===== config.mk =====
export PLATFORM = sky130hd
export DESIGN_NAME = lz77_job_scheduler
export DESIGN_NICKNAME = d
export VERILOG_FILES = /design/src/rtl/lz77_job_scheduler.sv
export SDC_FILE = /design/constraint.sdc
export NUM_CORES = 1
export LEC_CHECK = 0
export ABC_AREA = 1
export BUFFER_PORTS_ARGS = -buffer_cell sky130_fd_sc_hd__buf_2
export CORE_AREA = 2 2 76 78
export DETAILED_ROUTE_END_ITERATION = 10
export DIE_AREA = 0 0 78 80
export PLACE_DENSITY_LB_ADDON = 0.3
export SLEW_MARGIN = 20
export SYNTH_ARGS = -nofsm -noshare
export SYNTH_HDL_FRONTEND = slang
export SYNTH_SLANG_ARGS = --single-unit

===== constraint.sdc =====
create_clock -name clk -period 2 [get_ports clk]
set_input_delay 0.2 -clock clk [delete_from_list [all_inputs] [get_ports clk]]
set_output_delay 0.2 -clock clk [all_outputs]
set_load 0.05 [all_outputs]

===== src/rtl/lz77_job_scheduler.sv =====
// Round-robin scheduler sharing one LZ77 encoder core between two block sources.
// Optional RUN-phase watchdog enabled by defining LZ77_SCHED_TIMEOUT_EN.
module lz77_job_scheduler #(
    parameter int BLK_LEN = 2048,
    parameter int CNT_W   = 12,
    parameter int TIMEOUT = 65535
) (
    input  logic             clk,
    input  logic             reset,
    input  logic [1:0]       req,
    output logic [1:0]       grant,
    input  logic [15:0]      src_data,
    input  logic [1:0]       src_valid,
    output logic [1:0]       src_ready,
    output logic             enc_reset,
    output logic [7:0]       enc_chardata,
    input  logic             enc_valid,
    input  logic             enc_finish,
    input  logic [3:0]       enc_offset,
    input  logic [2:0]       enc_match_len,
    input  logic [7:0]       enc_char_nxt,
    output logic             tok_valid,
    output logic             tok_id,
    output logic [3:0]       tok_offset,
    output logic [2:0]       tok_match_len,
    output logic [7:0]       tok_char_nxt,
    output logic [1:0]       done,
    output logic [CNT_W-1:0] tok_count,
    output logic             err_underrun,
    output logic             err_timeout
);

    typedef enum logic [2:0] {
        S_IDLE,
        S_RST,
        S_LOAD,
        S_RUN,
        S_DONE
    } state_t;

    localparam logic [CNT_W-1:0] LOAD_LAST = CNT_W'(BLK_LEN - 1);

    state_t           state_reg, state_next;
    logic             owner_reg, owner_next;
    logic             rr_ptr_reg, rr_ptr_next;
    logic             rst_cnt_reg;
    logic [CNT_W-1:0] load_cnt_reg;
    logic [1:0]       grant_reg;
    logic [1:0]       done_reg;
    logic             enc_reset_reg;
    logic             tok_valid_reg;
    logic             tok_id_reg;
    logic [3:0]       tok_offset_reg;
    logic [2:0]       tok_match_len_reg;
    logic [7:0]       tok_char_nxt_reg;
    logic [CNT_W-1:0] tok_count_reg;
    logic             err_underrun_reg;
    logic             timeout_hit;
    logic             load_active;
    logic             job_start;
    logic [7:0]       src_char [2];

    assign load_active = (state_reg == S_LOAD);
    assign job_start   = (state_reg == S_IDLE) && (state_next == S_RST);

    // Per-source char lanes and ready strobes.
    for (genvar gi = 0; gi < 2; gi++) begin : g_src
        assign src_char[gi]  = src_data[gi*8 +: 8];
        assign src_ready[gi] = load_active && (owner_reg == 1'(gi));
    end

    // The core cannot stall, so a missing char is replaced by zero.
    assign enc_chardata = (load_active && src_valid[owner_reg]) ? src_char[owner_reg] : 8'h00;

    always_comb begin
        state_next  = state_reg;
        owner_next  = owner_reg;
        rr_ptr_next = rr_ptr_reg;
        case (state_reg)
            S_IDLE: begin
                if (|req) begin
                    owner_next = req[rr_ptr_reg] ? rr_ptr_reg : ~rr_ptr_reg;
                    state_next = S_RST;
                end
            end
            S_RST: begin
                if (rst_cnt_reg) state_next = S_LOAD;
            end
            S_LOAD: begin
                if (load_cnt_reg == LOAD_LAST) state_next = S_RUN;
            end
            S_RUN: begin
                if (enc_finish || timeout_hit) state_next = S_DONE;
            end
            S_DONE: begin
                rr_ptr_next = ~owner_reg;
                state_next  = S_IDLE;
            end
            default: state_next = S_IDLE;
        endcase
    end

    always_ff @(posedge clk or negedge reset) begin
        if (!reset) begin
            state_reg     <= S_IDLE;
            owner_reg     <= 1'b0;
            rr_ptr_reg    <= 1'b0;
            rst_cnt_reg   <= 1'b0;
            load_cnt_reg  <= '0;
            grant_reg     <= 2'b00;
            done_reg      <= 2'b00;
            enc_reset_reg <= 1'b1;
        end else begin
            state_reg     <= state_next;
            owner_reg     <= owner_next;
            rr_ptr_reg    <= rr_ptr_next;
            rst_cnt_reg   <= (state_reg == S_RST) ? ~rst_cnt_reg : 1'b0;
            load_cnt_reg  <= load_active ? (load_cnt_reg + CNT_W'(1)) : '0;
            grant_reg     <= (state_next == S_RST || state_next == S_LOAD || state_next == S_RUN)
                             ? (2'b01 << owner_next) : 2'b00;
            done_reg      <= (state_next == S_DONE) ? (2'b01 << owner_reg) : 2'b00;
            enc_reset_reg <= !(state_next == S_LOAD || state_next == S_RUN);
        end
    end

    always_ff @(posedge clk or negedge reset) begin
        if (!reset) begin
            tok_valid_reg     <= 1'b0;
            tok_id_reg        <= 1'b0;
            tok_offset_reg    <= 4'h0;
            tok_match_len_reg <= 3'h0;
            tok_char_nxt_reg  <= 8'h00;
            tok_count_reg     <= '0;
            err_underrun_reg  <= 1'b0;
        end else begin
            tok_valid_reg <= (state_reg == S_RUN) && enc_valid;
            if (state_reg == S_RUN && enc_valid) begin
                tok_id_reg        <= owner_reg;
                tok_offset_reg    <= enc_offset;
                tok_match_len_reg <= enc_match_len;
                tok_char_nxt_reg  <= enc_char_nxt;
                if (tok_count_reg != '1) tok_count_reg <= tok_count_reg + CNT_W'(1);
            end
            if (job_start) begin
                tok_count_reg    <= '0;
                err_underrun_reg <= 1'b0;
            end else if (load_active && !src_valid[owner_reg]) begin
                err_underrun_reg <= 1'b1;
            end
        end
    end

`ifdef LZ77_SCHED_TIMEOUT_EN
    localparam int WD_W = $clog2(TIMEOUT + 1);
    localparam logic [WD_W-1:0] WD_LAST = WD_W'(TIMEOUT - 1);

    logic [WD_W-1:0] wd_cnt_reg;
    logic            err_timeout_reg;

    // Counts idle RUN cycles; restarts on every token and on RUN entry.
    assign timeout_hit = (state_reg == S_RUN) && !enc_valid && (wd_cnt_reg == WD_LAST);

    always_ff @(posedge clk or negedge reset) begin
        if (!reset) begin
            wd_cnt_reg      <= '0;
            err_timeout_reg <= 1'b0;
        end else begin
            if (state_reg != S_RUN || enc_valid) wd_cnt_reg <= '0;
            else                                 wd_cnt_reg <= wd_cnt_reg + WD_W'(1);
            if (job_start)        err_timeout_reg <= 1'b0;
            else if (timeout_hit) err_timeout_reg <= 1'b1;
        end
    end

    assign err_timeout = err_timeout_reg;
`else
    logic timeout_unused;
    assign timeout_unused = (TIMEOUT == 0);
    assign timeout_hit    = 1'b0;
    assign err_timeout    = 1'b0;
`endif

    assign grant         = grant_reg;
    assign done          = done_reg;
    assign enc_reset     = enc_reset_reg;
    assign tok_valid     = tok_valid_reg;
    assign tok_id        = tok_id_reg;
    assign tok_offset    = tok_offset_reg;
    assign tok_match_len = tok_match_len_reg;
    assign tok_char_nxt  = tok_char_nxt_reg;
    assign tok_count     = tok_count_reg;
    assign err_underrun  = err_underrun_reg;

endmodule


==> results of run 1 <==
==> stage by stage <==
stage / total power [mW] / utilization (%) / setup slack, ns / instance area [µm²] / hold slack, ns
2_1_floorplan: 3.28 / - / 0.0700 / 2670 / -0.0956
3_3_place_gp: 3.70 / 58.1 / 0.336 / 3140 / 0.358
3_5_place_dp: 3.74 / 58.1 / 0.287 / 3140 / 0.368
4_1_cts: 4.34 / 60.0 / 0.0701 / 3250 / 0.0341
5_1_grt: 4.61 / 60.1 / 0.00130 / 3250 / 0.0740
6_report: 4.29 / 60.1 / 0.171 / 3250 / 0.0127
==> final cells by class <==
| type | instances | area [µm²] |
|---|---|---|
| Timing Repair Buffer | 87 | 465 |
| Clock buffer | 6 | 72.6 |
| Sequential cell | 53 | 1330 |
| Tap cell | 72 | 90.1 |
| Clock inverter | 2 | 10.0 |
| Multi-Input combinational cell | 238 | 1160 |
| Inverter | 32 | 123 |
| Fill cell | 507 | 2150 |
==> critical path: stages, from the launching register on <==
cell	delay [ns]
dfrtp_1	0.46
nor2_4	0.16
nand2_1	0.08
inv_2	0.12
nand2_2	0.13
a21oi_1	0.16
buf_4	0.22
==> cell usage after synthesis <==
master	number
nand3_4	1
inv_1	27
nand2_4	2
nand3b_2	1
ha_1	2
a21oi_1	13
o22ai_1	1
nor3_1	5
nor2_4	1
a21o_1	1
o21bai_1	3
o21ai_2	11
nand4_1	6
buf_2	3
nor2_1	36
o21ai_0	7
or2_2	1
nand3_2	1
inv_4	1
conb_1	1
dfrtp_1	52
inv_2	4
nor2_8	1
dfstp_2	1
buf_4	1
a31oi_1	1
nor2_2	1
nand3_1	19
clkbuf_1	3
buf_6	1
buf_8	1
nand2_2	5
nand2_1	115
xor2_1	3
==> repair_timing <==
action                                  in CTS  in global routing
endpoints found under the setup margin       8                  8
cloned                                       0                  0
gates resized for setup                      9                  2
setup buffers                                0                  0
==> report_power, final <==
| group | switching, mW | leakage, nW | internal (mW) | total [mW] |
|---|---|---|---|---|
| Combinational | 1.63 | 1.03 | 0.519 | 2.15 |
| Sequential | 0.218 | 0.700 | 1.36 | 1.58 |
| Clock | 0.324 | 0.0450 | 0.243 | 0.567 |
==> cell families (layout without fill, tap and decap cells) <==
logic type	count (synthesis)	after routing
and+or+nand+nor	195	195
DFF	53	53
buffers and inverters	41	127
AOI/OAI and AO/OA	37	37
xor gates and xnor gates	3	3
adders and majority gates	2	2
other	1	1
==> routing by layer <==
metal  up-vias  track usage [%]  part of all wire, %
met3         2             3.17                  4.4
met4         0             2.81                 0.15
met2        58             33.1                   50
li1       1210                -                    -
met1      1093             22.5                   45
met5         -                0                    0
==> final timing paths <==
kind	from	to	slack (ns)
max	state_reg[0]	enc_chardata[7]	0.17
min	reset	tok_count[5]	0.01
max reg2reg	tok_count[0]	tok_count[1]	0.30
min reg2reg	rst_cnt_reg	rst_cnt_reg	0.45
max in group asynchronous	reset	tok_id	1.55
min in group clk	enc_offset[1]	tok_offset[1]	0.10
==> summary.txt, run 1 <==
Status
  • Status: complete, no violations

Clock network
  • TritonCTS clock tree: done
  • Clk buf depth: 2
  • Hold-fix buffers, CTS: 0
  • CTS Sinks: 53
  • Cts bufs inserted: 5
  • # H-tree levels: 2
  • Clk Latency, worst-skew pair: 0.29 ns
  • Clk slew on worst S/H paths: 0.09 ns
  • CTS Root Cell: clkbuf_8

Logic synthesis
  • Synth area leaders: dfrtp_1, nand2_1, nor2_1, inv_1, o21ai_2
  • Dominant cell type by area after synthesis: dfrtp_1
  • Post-synthesis instance total: 332
  • Portion of netlist area occupied by mux cells: 0%
  • Top cell type's share of synthesized area: 48.8%
  • Largest family of logic cells by synthesized area: simple AND/OR/NAND/NOR gates
  • Area share of and/or/nand/nor cells after synthesis: 32.3%
  • FF+latch count, synth: 53
  • Synthesized area: 0.00267 mm²
  • Compound-Gate Fraction of Synth Area: 8.97%
  • Sequential area share after synthesis: 49.8%
  • Distinct cells, synth: 34
  • Syn Area/Cell: 8.03 µm²
  • Synth Warn #: 0
  • Syn_nets: 373
  • Synth Area in Adders: 0.939%
  • XOR/XNOR Fraction of Synth Area: 0.986%

STA
  • Number of hold violations in the final report: 0
  • Min cycle time layout: 1.83 ns
  • Slew Viols, Final: 0
  • RSZ-0062 raised after global routing: no
  • Slew headroom: 56.0%
  • Tcrit/Tclk final: 91.4%
  • Slew @ Worst Pin: 0.660 ns
  • Setup violators final: 0
  • Max Fclk: 547 MHz
  • Worst Clk Skew: 0.00459 ns
  • Final setup TNS: 0 ns

Placed design
  • IO buf count: 83
  • Hpwl dp: 3960 µm
  • Dpl cells: 482
  • Global placer's final weighted congestion: 0.838

Finish
  • Fraction of layout cells with a size suffix above 1: 30.4%
  • Most frequent cells in the layout: nand2_1, buf_2, dfrtp_1, nor2_1, inv_1
  • Non-filler cells in the finished layout: 490
  • Layout area overhead: 22.0%
  • Leading cell type in the layout, fill and taps excluded: nand2_1
  • Final #Nets: 458
  • Diode count: 0

Die
  • Chip height: 80 µm
  • Die Footprint: 0.00624 mm²
  • Initial core utilization: 49.3%
  • I/O pins: 85
  • Die Span X: 78 µm
  • Num rows: 27
  • Core ar.: 0.00541 mm²

Min path
  • HP Class: in -> async

Worst setup path
  • Setup Crit Path Kind: reg -> out
  • R2R cell count: 9
  • Worst-path fanout max: 8
  • Worst Path Required: 1.80 ns
  • Worst Path Arrival: 1.63 ns
  • CP Launch Type: register
  • Critical path capture point type: primary output

Global routing
  • Initial antenna violation count: 0
  • Vias in the first global route: 2178
  • Gr ovfl total: 0
  • All-Layer GR Usage: 18.0%
  • First-pass GRT wire length: 9210 µm
  • Largest net degree at the start of global routing: 54

Power
  • Pleak: 1.78 nW
  • Pwr Density: 1320 mW/mm²
  • Peak VDD IR: 0.669 mV

Routing
  • Routed WL per cell: 11.1 µm
  • Drt initial violations: 88
  • Via-per-instance ratio: 4.82
  • Vias: 2363
  • Post-route DRC: 0
  • Post-route ant nets: 0
  • Pre-antenna DRT Iters: 4
  • Final Routed Wirelength: 5420 µm

Flow run
  • Max-cap violations: 0
No activity file was read; power rests on OpenSTA's default activity.
==> inputs of run 2 (changes only) <==
PLACE_DENSITY_LB_ADDON = 0.05   (was 0.3)
==> summary.txt, run 2 (same netlist as run 1, synthesis figures left out) <==
Status
  • Status: complete, no violations

Power
  • Reg power frac: 36.7% (about the same)
  • Pwr Density: 1310 mW/mm² (-0.44%)
  • Sw power: 2.19 mW (+0.69%)
  • Pleak: 1.78 nW (+0.29%)
  • Clk pwr share: 13.5% (+0.3 points)
  • Sw Share: 50.7% (+0.16 points)
  • Peak VDD IR: 0.640 mV (-4.3%)
  • Pint: 2.12 mW (about the same)
  • Logic pwr share: 49.8% (-0.3 points)
  • Final Power: 4.31 mW (+0.37%)

Routing
  • Routed WL per cell: 11.3 µm (+2.5%)
  • Pre-antenna DRT Iters: 4 (unchanged)
  • Post-route DRC: 0 (unchanged)
  • Final Routed Wirelength: 5570 µm (+2.7%)
  • Post-route ant nets: 0 (unchanged)
  • Drt initial violations: 117 (+33%)
  • Vias: 2355 (-0.34%)
  • Via-per-instance ratio: 4.80 (-0.54%)

Min path
  • HP Class: in -> reg
  • Hold Path Cell Cnt: 3

Clock network
  • Clk buf depth: 2 (unchanged)
  • Clk slew on worst S/H paths: 0.09 ns (about the same)
  • TritonCTS clock tree: done
  • # H-tree levels: 2 (unchanged)
  • Cts bufs inserted: 5 (unchanged)
  • CTS Root Cell: clkbuf_8
  • Clk Latency, worst-skew pair: 0.30 ns (about the same)
  • Setup bufs post-CTS: 0 (unchanged)
  • CTS Sinks: 53 (unchanged)

Global routing
  • Largest net degree at the start of global routing: 28 (-48%)
  • GR peak layer: met2
  • Vias in the first global route: 2211 (+1.5%)
  • First-pass GRT wire length: 9430 µm (+2.3%)
  • Met1 layer usage reported by global route: 21.6% (-0.87 points)
  • All-Layer GR Usage: 19.0% (+1.0 points)
  • GR Util met3: 4.07% (+0.90 points)
  • Initial antenna violation count: 0 (unchanged)
  • Met2 usage: 36.1% (+3.0 points)
  • Gr ovfl total: 0 (unchanged)

Flow run
  • Max-cap violations: 0 (unchanged)

STA
  • Slew headroom: 60.3% (+4.2 points)
  • Slew @ Worst Pin: 0.596 ns (-0.0636 ns)
  • Slew Viols, Final: 0 (unchanged)
  • Number of hold violations in the final report: 0 (unchanged)
  • Max Fclk: 543 MHz (-0.64%)
  • Tcrit/Tclk final: 92.0% (+0.59 points)
  • Worst Clk Skew: 0.00938 ns (+0.00478 ns)
  • RSZ-0062 raised after global routing: no
  • Final setup TNS: 0 ns (unchanged)
  • Setup violators final: 0 (unchanged)
  • Min cycle time layout: 1.84 ns (+0.0117 ns)

Worst setup path
  • Worst Path Required: 1.80 ns (about the same)
  • Worst Path Arrival: 1.64 ns (about the same)
  • Reg-to-reg slack, setup: 0.29 ns (about the same)
  • CP Launch Type: register
  • Worst-path fanout max: 8 (unchanged)
  • Setup Crit Path Kind: reg -> out
  • Critical path capture point type: primary output
  • R2R cell count: 9 (unchanged)

Placed design
  • Global placer's final weighted congestion: 0.806 (-3.8%)
  • Hpwl dp: 4160 µm (+4.9%)
  • Post-DP Area: 0.00315 mm² (+0.40%)
  • IO buf count: 83 (unchanged)

Finish
  • Final #Nets: 459 (+0.22%)
  • Diode count: 0 (unchanged)
  • Fraction of layout cells with a size suffix above 1: 31.0% (+0.64 points)
  • Leading cell type in the layout, fill and taps excluded: nand2_1
  • Final core utilization: 60.6% (+0.49 points)
  • Most frequent cells in the layout: nand2_1, buf_2, dfrtp_1, nor2_1, inv_1
  • Layout area overhead: 23.0%
  • Post-Layout Inst Area: 0.00328 mm² (+0.81%)

Die
  • Die Footprint: 0.00624 mm² (unchanged)
  • Num rows: 27 (unchanged)
  • I/O pins: 85 (unchanged)
  • Chip height: 80 µm (unchanged)
  • Core ar.: 0.00541 mm² (unchanged)
  • Initial core utilization: 49.3% (unchanged)
  • Die Span X: 78 µm (unchanged)
-- run 2: changes by cell type in the layout (fill, tap and decap cells not counted), sizes merged --
cell         before  now
dlygate4sd3       0    1
clkinvlp          0    1
clkbuf            6    5
-- run 2: worst max-delay path, cell delays in order, from the launching register on --
cell	delay (ns)
dfrtp_2	0.45
nor2_2	0.17
nand2_1	0.10
inv_2	0.12
nand2_2	0.13
a21oi_1	0.15
buf_4	0.21
-- run 2: what timing repair did --
| item | 4_1_cts | 5_1_grt |
|---|---|---|
| resized for setup | 9 | 3 |
| setup endpoints to repair | 8 | 8 |
| hold buffers | 1 | 0 |
| hold endpoints to repair | 26 | 0 |
-- run 2: power groups by stage --
stage,Sequential (mW),Combinational (mW),Clock [mW]
floorplan,2.34,0.937,0
global placement,1.59,2.13,0
detailed placement,1.60,2.15,0
CTS,1.58,2.17,0.609
global route,1.62,2.34,0.655
finish,1.58,2.15,0.582
-- run 2: area by class of cell --
class                   instances  area (µm²)
clock buffers                   5        68.8
clock inverters                 3        17.5
fillers                       513        2130
inverters                      32         123
multi-input cells             238        1160
flip-flops and latches         53        1330
well taps                      72        90.1
repair buffers                 88         488
-- run 2: metal layers --
layer / vias up / routed length (µm)
li1: 1223 / -
met1: 1073 / 2390
met2: 53 / 2880
met3: 6 / 239
met4: 0 / 60
met5: - / 0
-- run 2: path summary, 6_finish.rpt --
| kind | from | to |
|---|---|---|
| max | state_reg[0] | enc_chardata[2] |
| min | enc_offset[1] | tok_offset[1] |
| max reg2reg | tok_count[0] | tok_count[5] |
| min reg2reg | rst_cnt_reg | rst_cnt_reg |
| max in group asynchronous | reset | enc_reset |
| min in group asynchronous | reset | tok_count[6] |
-- run 2: through the flow --
step | hold slack (ns) | setup WS, ns | cells
after floorplan | -0.0956 | 0.0700 | 332
after global placement | 0.243 | 0.337 | 482
after detailed placement | 0.239 | 0.268 | 482
after CTS | 0.0897 | 0.0561 | 491
after global routing | 0.0868 | 0.0217 | 491
final | 0.0933 | 0.159 | 491
